===== config.mk =====
export PLATFORM = sky130hd
export DESIGN_NAME = doodle_jump_ctrl
export DESIGN_NICKNAME = d
export VERILOG_FILES = /design/src/rtl/doodle_pkg.sv /design/src/rtl/doodle_plat_hit.sv /design/src/rtl/doodle_jump_ctrl.sv
export SDC_FILE = /design/constraint.sdc
export NUM_CORES = 1
export LEC_CHECK = 0
export BUFFER_PORTS_ARGS = -buffer_cell sky130_fd_sc_hd__buf_2
export CORE_AREA = 5 5 161 163
export DETAILED_ROUTE_END_ITERATION = 10
export DIE_AREA = 0 0 166 168
export PLACE_DENSITY = 0.74
export SKIP_CTS_REPAIR_TIMING = 1
export SLEW_MARGIN = 20
export SYNTH_ARGS = -nofsm -noshare
export SYNTH_HDL_FRONTEND = slang
export SYNTH_HIERARCHICAL = 1
export SYNTH_SLANG_ARGS = --single-unit
export TNS_END_PERCENT = 30

===== constraint.sdc =====
create_clock -name Clk -period 15.5 [get_ports Clk]
set_input_delay 4.65 -clock Clk [delete_from_list [all_inputs] [get_ports Clk]]
set_output_delay 4.65 -clock Clk [all_outputs]
set_load 0.05 [all_outputs]

===== src/rtl/doodle_pkg.sv =====
// Shared state encoding, default widths and helpers for the doodle motion controller.
package doodle_pkg;

  // One-hot states so q_* outputs are direct register bits
  typedef enum logic [3:0] {
    S_I    = 4'b0001,
    S_UP   = 4'b0010,
    S_DOWN = 4'b0100,
    S_DONE = 4'b1000
  } state_t;

  localparam int DEF_X_W     = 10;
  localparam int DEF_Y_W     = 10;
  localparam int DEF_SCORE_W = 16;
  localparam int DEF_N_PLAT  = 8;

  // Ceiling log2, never below 1 so index ports always have a bit
  function automatic int doodle_clog2(input int n);
    int r;
    r = 0;
    while ((1 << r) < n) r++;
    return (r < 1) ? 1 : r;
  endfunction

endpackage


===== src/rtl/doodle_plat_hit.sv =====
// Landing test: per-channel downward crossing + horizontal overlap, lowest channel wins.
module doodle_plat_hit
  import doodle_pkg::*;
#(
  parameter int X_W      = DEF_X_W,
  parameter int Y_W      = DEF_Y_W,
  parameter int N_PLAT   = DEF_N_PLAT,
  parameter int DOODLE_W = 32,
  parameter int PLAT_W   = 64,
  parameter int IDX_W    = doodle_clog2(N_PLAT)
) (
  input  logic [X_W-1:0]        i_doodle_x,
  input  logic [Y_W-1:0]        i_doodle_y,
  input  logic [Y_W:0]          i_ny,
  input  logic [N_PLAT*X_W-1:0] i_plat_x,
  input  logic [N_PLAT*Y_W-1:0] i_plat_y,
  input  logic [N_PLAT-1:0]     i_plat_valid,
  output logic                  o_hit,
  output logic [IDX_W-1:0]      o_hit_idx,
  output logic [Y_W-1:0]        o_hit_y
);

  logic [X_W:0] w_dx_right;
  assign w_dx_right = {1'b0, i_doodle_x} + (X_W+1)'(DOODLE_W);

  // Scan high to low so the lowest hitting channel is the last write
  always_comb begin
    logic [X_W-1:0] px;
    logic [Y_W-1:0] py;
    o_hit     = 1'b0;
    o_hit_idx = '0;
    o_hit_y   = '0;
    for (int i = N_PLAT - 1; i >= 0; i--) begin
      px = i_plat_x[i*X_W +: X_W];
      py = i_plat_y[i*Y_W +: Y_W];
      if (i_plat_valid[i] &&
          (i_doodle_y < py) && ({1'b0, py} <= i_ny) &&
          (w_dx_right > {1'b0, px}) &&
          ({1'b0, i_doodle_x} < ({1'b0, px} + (X_W+1)'(PLAT_W)))) begin
        o_hit     = 1'b1;
        o_hit_idx = IDX_W'(i);
        o_hit_y   = py;
      end
    end
  end

endmodule


===== src/rtl/doodle_jump_ctrl.sv =====
// Doodle vertical-motion controller: rise/fall/land FSM stepped per frame Tick,
// camera scroll above the middle line, saturating score from scrolled pixels.
// Optional DOODLE_SPRING_EN adds plat_spring: a spring landing doubles the next rise.
module doodle_jump_ctrl
  import doodle_pkg::*;
#(
  parameter int X_W         = DEF_X_W,
  parameter int Y_W         = DEF_Y_W,
  parameter int SCORE_W     = DEF_SCORE_W,
  parameter int N_PLAT      = DEF_N_PLAT,
  parameter int JUMP_HEIGHT = 120,
  parameter int STEP        = 2,
  parameter int V_RES       = 480,
  parameter int V_MIDDLE    = 240,
  parameter int START_Y     = 400,
  parameter int DOODLE_W    = 32,
  parameter int PLAT_W      = 64
) (
  input  logic                              Clk,
  input  logic                              Reset_n,
  input  logic                              Tick,
  input  logic                              Start,
  input  logic                              Ack,
  input  logic [X_W-1:0]                    doodle_x,
  input  logic [N_PLAT*X_W-1:0]             plat_x,
  input  logic [N_PLAT*Y_W-1:0]             plat_y,
  input  logic [N_PLAT-1:0]                 plat_valid,
`ifdef DOODLE_SPRING_EN
  input  logic [N_PLAT-1:0]                 plat_spring,
`endif
  output logic [Y_W-1:0]                    doodle_y,
  output logic                              scroll,
  output logic [Y_W-1:0]                    scroll_amt,
  output logic [SCORE_W-1:0]                score,
  output logic [doodle_clog2(N_PLAT)-1:0]   landed_idx,
  output logic                              q_I,
  output logic                              q_Up,
  output logic                              q_Down,
  output logic                              q_Done
);

  localparam int IDX_W  = doodle_clog2(N_PLAT);
  // Wide enough for a doubled (spring) rise target
  localparam int RISE_W = doodle_clog2(2*JUMP_HEIGHT + 2*STEP + 1) + 1;

  state_t              r_state;
  logic [Y_W-1:0]      r_y;
  logic [RISE_W-1:0]   r_rise;
  logic [RISE_W-1:0]   r_target;
  logic [SCORE_W-1:0]  r_score;
  logic                r_scroll;
  logic [Y_W-1:0]      r_amt;
  logic [IDX_W-1:0]    r_idx;

  logic [Y_W:0]        w_ny;
  logic [RISE_W-1:0]   w_rise_nxt;
  logic [SCORE_W:0]    w_score_sum;
  logic [SCORE_W-1:0]  w_score_sat;
  logic                w_hit;
  logic [IDX_W-1:0]    w_hit_idx;
  logic [Y_W-1:0]      w_hit_y;
  logic [RISE_W-1:0]   w_land_target;

  assign w_ny        = {1'b0, r_y} + (Y_W+1)'(STEP);
  assign w_rise_nxt  = r_rise + RISE_W'(STEP);
  assign w_score_sum = {1'b0, r_score} + (SCORE_W+1)'(STEP);
  assign w_score_sat = w_score_sum[SCORE_W] ? '1 : w_score_sum[SCORE_W-1:0];

`ifdef DOODLE_SPRING_EN
  assign w_land_target = plat_spring[w_hit_idx] ? RISE_W'(2*JUMP_HEIGHT) : RISE_W'(JUMP_HEIGHT);
`else
  assign w_land_target = RISE_W'(JUMP_HEIGHT);
`endif

  doodle_plat_hit #(
    .X_W(X_W), .Y_W(Y_W), .N_PLAT(N_PLAT),
    .DOODLE_W(DOODLE_W), .PLAT_W(PLAT_W), .IDX_W(IDX_W)
  ) u_hit (
    .i_doodle_x  (doodle_x),
    .i_doodle_y  (r_y),
    .i_ny        (w_ny),
    .i_plat_x    (plat_x),
    .i_plat_y    (plat_y),
    .i_plat_valid(plat_valid),
    .o_hit       (w_hit),
    .o_hit_idx   (w_hit_idx),
    .o_hit_y     (w_hit_y)
  );

  // Motion FSM; all outputs come straight from these registers
  always_ff @(posedge Clk or negedge Reset_n) begin
    if (!Reset_n) begin
      r_state  <= S_I;
      r_y      <= Y_W'(START_Y);
      r_rise   <= '0;
      r_target <= RISE_W'(JUMP_HEIGHT);
      r_score  <= '0;
      r_scroll <= 1'b0;
      r_amt    <= '0;
      r_idx    <= '0;
    end else begin
      r_scroll <= 1'b0;
      case (r_state)
        S_I: if (Start) begin
          r_state  <= S_UP;
          r_y      <= Y_W'(START_Y);
          r_rise   <= '0;
          r_target <= RISE_W'(JUMP_HEIGHT);
          r_score  <= '0;
        end
        S_UP: if (Tick) begin
          // y-STEP < V_MIDDLE written without the subtraction to avoid underflow
          if ({1'b0, r_y} < (Y_W+1)'(V_MIDDLE + STEP)) begin
            r_scroll <= 1'b1;
            r_amt    <= Y_W'(STEP);
            r_score  <= w_score_sat;
          end else begin
            r_y <= r_y - Y_W'(STEP);
          end
          r_rise <= w_rise_nxt;
          // Turn over when another step would reach the target
          if (w_rise_nxt + RISE_W'(STEP) >= r_target) r_state <= S_DOWN;
        end
        S_DOWN: if (Tick) begin
          if (w_hit) begin
            r_y      <= w_hit_y;
            r_idx    <= w_hit_idx;
            r_rise   <= '0;
            r_target <= w_land_target;
            r_state  <= S_UP;
          end else if (w_ny >= (Y_W+1)'(V_RES - 1)) begin
            r_y     <= Y_W'(V_RES - 1);
            r_state <= S_DONE;
          end else begin
            r_y <= w_ny[Y_W-1:0];
          end
        end
        S_DONE: if (Ack) r_state <= S_I;
        default: r_state <= S_I;
      endcase
    end
  end

  assign doodle_y   = r_y;
  assign scroll     = r_scroll;
  assign scroll_amt = r_amt;
  assign score      = r_score;
  assign landed_idx = r_idx;
  assign q_I        = r_state[0];
  assign q_Up       = r_state[1];
  assign q_Down     = r_state[2];
  assign q_Done     = r_state[3];

endmodule


==> flow_summary.ini <==
[yosys]
synth_edf_count = 0
synth-async-reset-ratio = 1.00
yosysWarnings = 6
postSynth.topFlopCell = dfrtp_1
synth_cells = 1377
ys_seq_area_frac = 0.101
synthDistinctLibCells = 84
avgSynthCellArea_sq_um = 7.76
yosysTopAreaCell = ha_1
synth-seq-cells = 43
synth.cell_area_sq_um = 10700
synthDominantCellAreaShare = 0.338
synth_area_leaders = ha_1 (34%), dfrtp_1 (9.1%), inv_1 (7.0%), o21ai_0 (4.0%), a21oi_1 (3.1%)

[power]
p_leak_nw = 6.53
p_per_area_nw_per_um2 = 96.4
post-layout-total-power_mw = 1.18
ir_drop_mv = 0.102

[cts]
cts_root_buffer = clkbuf_16
cts_made_buffers = 5
clock-sinks = 43
cts_buffer_depth = 2
htree_levels = 2
clk_pin_slew_ns = 0.06
clk_latency_ns = 0.28
tritoncts = built

[sta]
finClkSkew_ns = 0.00385
setup_ws_ns = 5.81
max_freq_mhz = 103
report.final.setup_viol = 0
tightestPinTransition_ns = 1.07
finalWorstPathRequiredPeriod_ns = 9.69
report.final.hold_viol_count = 0
max_slew_margin = 0.279
worst_hold_slack_ns = 0.482
final.period_utilization = 0.625
timing_max_transition_violations_final = 0
finalSetupTns_ns = 0
grt_setup_unrepaired = false

[grt]
gr-usage-all-layers = 0.256
grt_remaining_overflow = 0
grt_pass1_wl_um = 58700
grt_max_degree = 44
grt_pass1_vias = 11100
number_of_antenna_violations_at_the_first_check_in_global_routing = 1

[worst_setup_path]
class_of_the_most_critical_setup_path = in2reg
cp_data_arrival_time_ns = 9.86
reg2reg_slack_ns = 9.12
startpoint = doodle_x[6]
critPathCaptureType = flop
library_cell_contributing_the_largest_single_delay_on_the_critical_path = xor2_1
critical-path-top-delay-family = simple AND/OR/NAND/NOR gates
crit-reg2reg-launch = doodle_y[2]$_DFFE_PN0P_
critical_path_peak_fanout = 14
critical-path-max-stage-delay_ns = 0.64
critical_path.cell_chain = buf_2, ha_1, xor2_1, ha_1, and3_1, a221o_1, or3_1, mux2i_1, nor2_1, and4_1, or2_2, nor2_1, nand3_1, inv_1, and3_1, mux2i_1, a21o_1, or3_1, a32o_1
cp_num_buf_inv = 2
critical_path_required_ns = 15.67
startpoint_type = input port
ff2ff_path_depth = 21
worst_r2r_endpoint = r_state[1]$_DFFE_PN0P_

[floorplanning]
die_x_um = 166
initial_core_util = 0.442
row_count = 57
core-area_sq_um = 24200
pin_count = 227
die_h_um = 168
floorplan.die_area_sq_um = 27900

[min_path]
hold_path_end = scroll_amt[1]$_DFFE_PN0P_
holdCritStartpoint = scroll_amt[1]$_DFFE_PN0P_
hp-class = reg2reg
hold-path-cell-count = 1

[cells_and_area]
final_net_count = 2053
layout.filler_cells = 2406
layout-area-overhead-vs-synth_pct = 14.6
most-common-layout-cells = ha_1 (289), buf_2 (216), inv_1 (198)
utilization = 0.507
layout_commonest_cell = ha_1
final_design_area_no_fill_sq_um = 12300
final_layout_size_suffix_gt1_frac = 0.168
layoutNonFillerInstCount = 1907

[placement]
dpl.cell_count = 1898
gpl_congestion = 0.965
dpl_cell_area_sq_um = 12100
dp_slack_ns = 5.65
io_buffer_count = 217
hpwl_um = 31000

[routing]
detail_route.first_pass.iterations = 6
drt_drc_violations_left = 0
detailedRoute.firstIterationViolations = 999
number_of_vias_in_the_routed_layout = 11500
antenna_violating_nets_post_route = 0
drt-total-wl_um = 38200
routed_via_density = 6.03
avgRoutedWirePerCell_um = 20.0

[status]
run_status = finished clean

[run]
max-cap-violations = 0
per-layer routing:
| metal | track usage | wire length (um) |
|---|---|---|
| met1 | 0.338 | 16200 |
| met2 | 0.435 | 17800 |
| met3 | 0.0293 | 3010 |
| met4 | 0.0861 | 1160 |
| met5 | 0 | 0 |
worst max path at each step:
stage	slack, ns	depth (start not counted)	to
after detailed placement	5.65	19	doodle_y[3]$_DFFE_PN0P_
final	5.81	19	doodle_y[3]$_DFFE_PN0P_
after global placement	5.75	19	doodle_y[3]$_DFFE_PN0P_
after CTS	5.92	19	doodle_y[3]$_DFFE_PN0P_
after floorplan	6.79	19	doodle_y[3]$_DFFE_PN0P_
after global routing	5.50	19	doodle_y[3]$_DFFE_PN0P_
sequential cells by signal, indices dropped and copies added (netlist names):
signal,flops
r_state,4
landed_idx,3
scroll,1
doodle_y,10
scroll_amt,1
r_rise,8
score,16
synthesized netlist by cell type (all sizes together), types with 14 or more instances:
master and count:
xnor2 21, nand2 80, clkbuf 22, dfrtp 39, nor2 63, a21o 30
a21oi 66, buf 19, nand2b 19, nor4 18, a32oi 14, nand3 61
nor3 32, o221ai 21, inv 198, a211oi 23, nand4 32, ha 289
o21ai 87
kinds of logic (layout without fill, tap and decap cells):
| logic type | count (synthesis) | count (layout) | share of synthesized area |
|---|---|---|---|
| other | 1 | 10 | 0.000351 |
| AO/OA/AOI/OAI | 389 | 389 | 0.252 |
| XOR/XNOR | 28 | 28 | 0.0229 |
| flip-flops | 43 | 43 | 0.101 |
| multiplexers | 6 | 6 | 0.00609 |
| adder cells (fa/ha/maj) | 289 | 289 | 0.338 |
| AND/OR/NAND/NOR | 382 | 382 | 0.189 |
| buffers and inverters | 239 | 436 | 0.0900 |
cell type report:
cell class              count  area, sq um  area share
clock inverters             2         12.5     0.00102
repair buffers            230         1190      0.0968
diodes                      1         2.50    0.000204
multi-input cells        1103         8690       0.709
clock buffers               6          129      0.0105
well taps                 324          405      0.0331
inverters                 198          743      0.0607
flip-flops and latches     43         1080      0.0882
report_power, final:
group	internal (mW)	total, mW	switching (mW)
clock network	0.0595	0.104	0.0442
logic	0.326	0.872	0.546
registers	0.135	0.205	0.0706
total	0.520	1.18	0.661
Power figures use the tool's default switching activity.
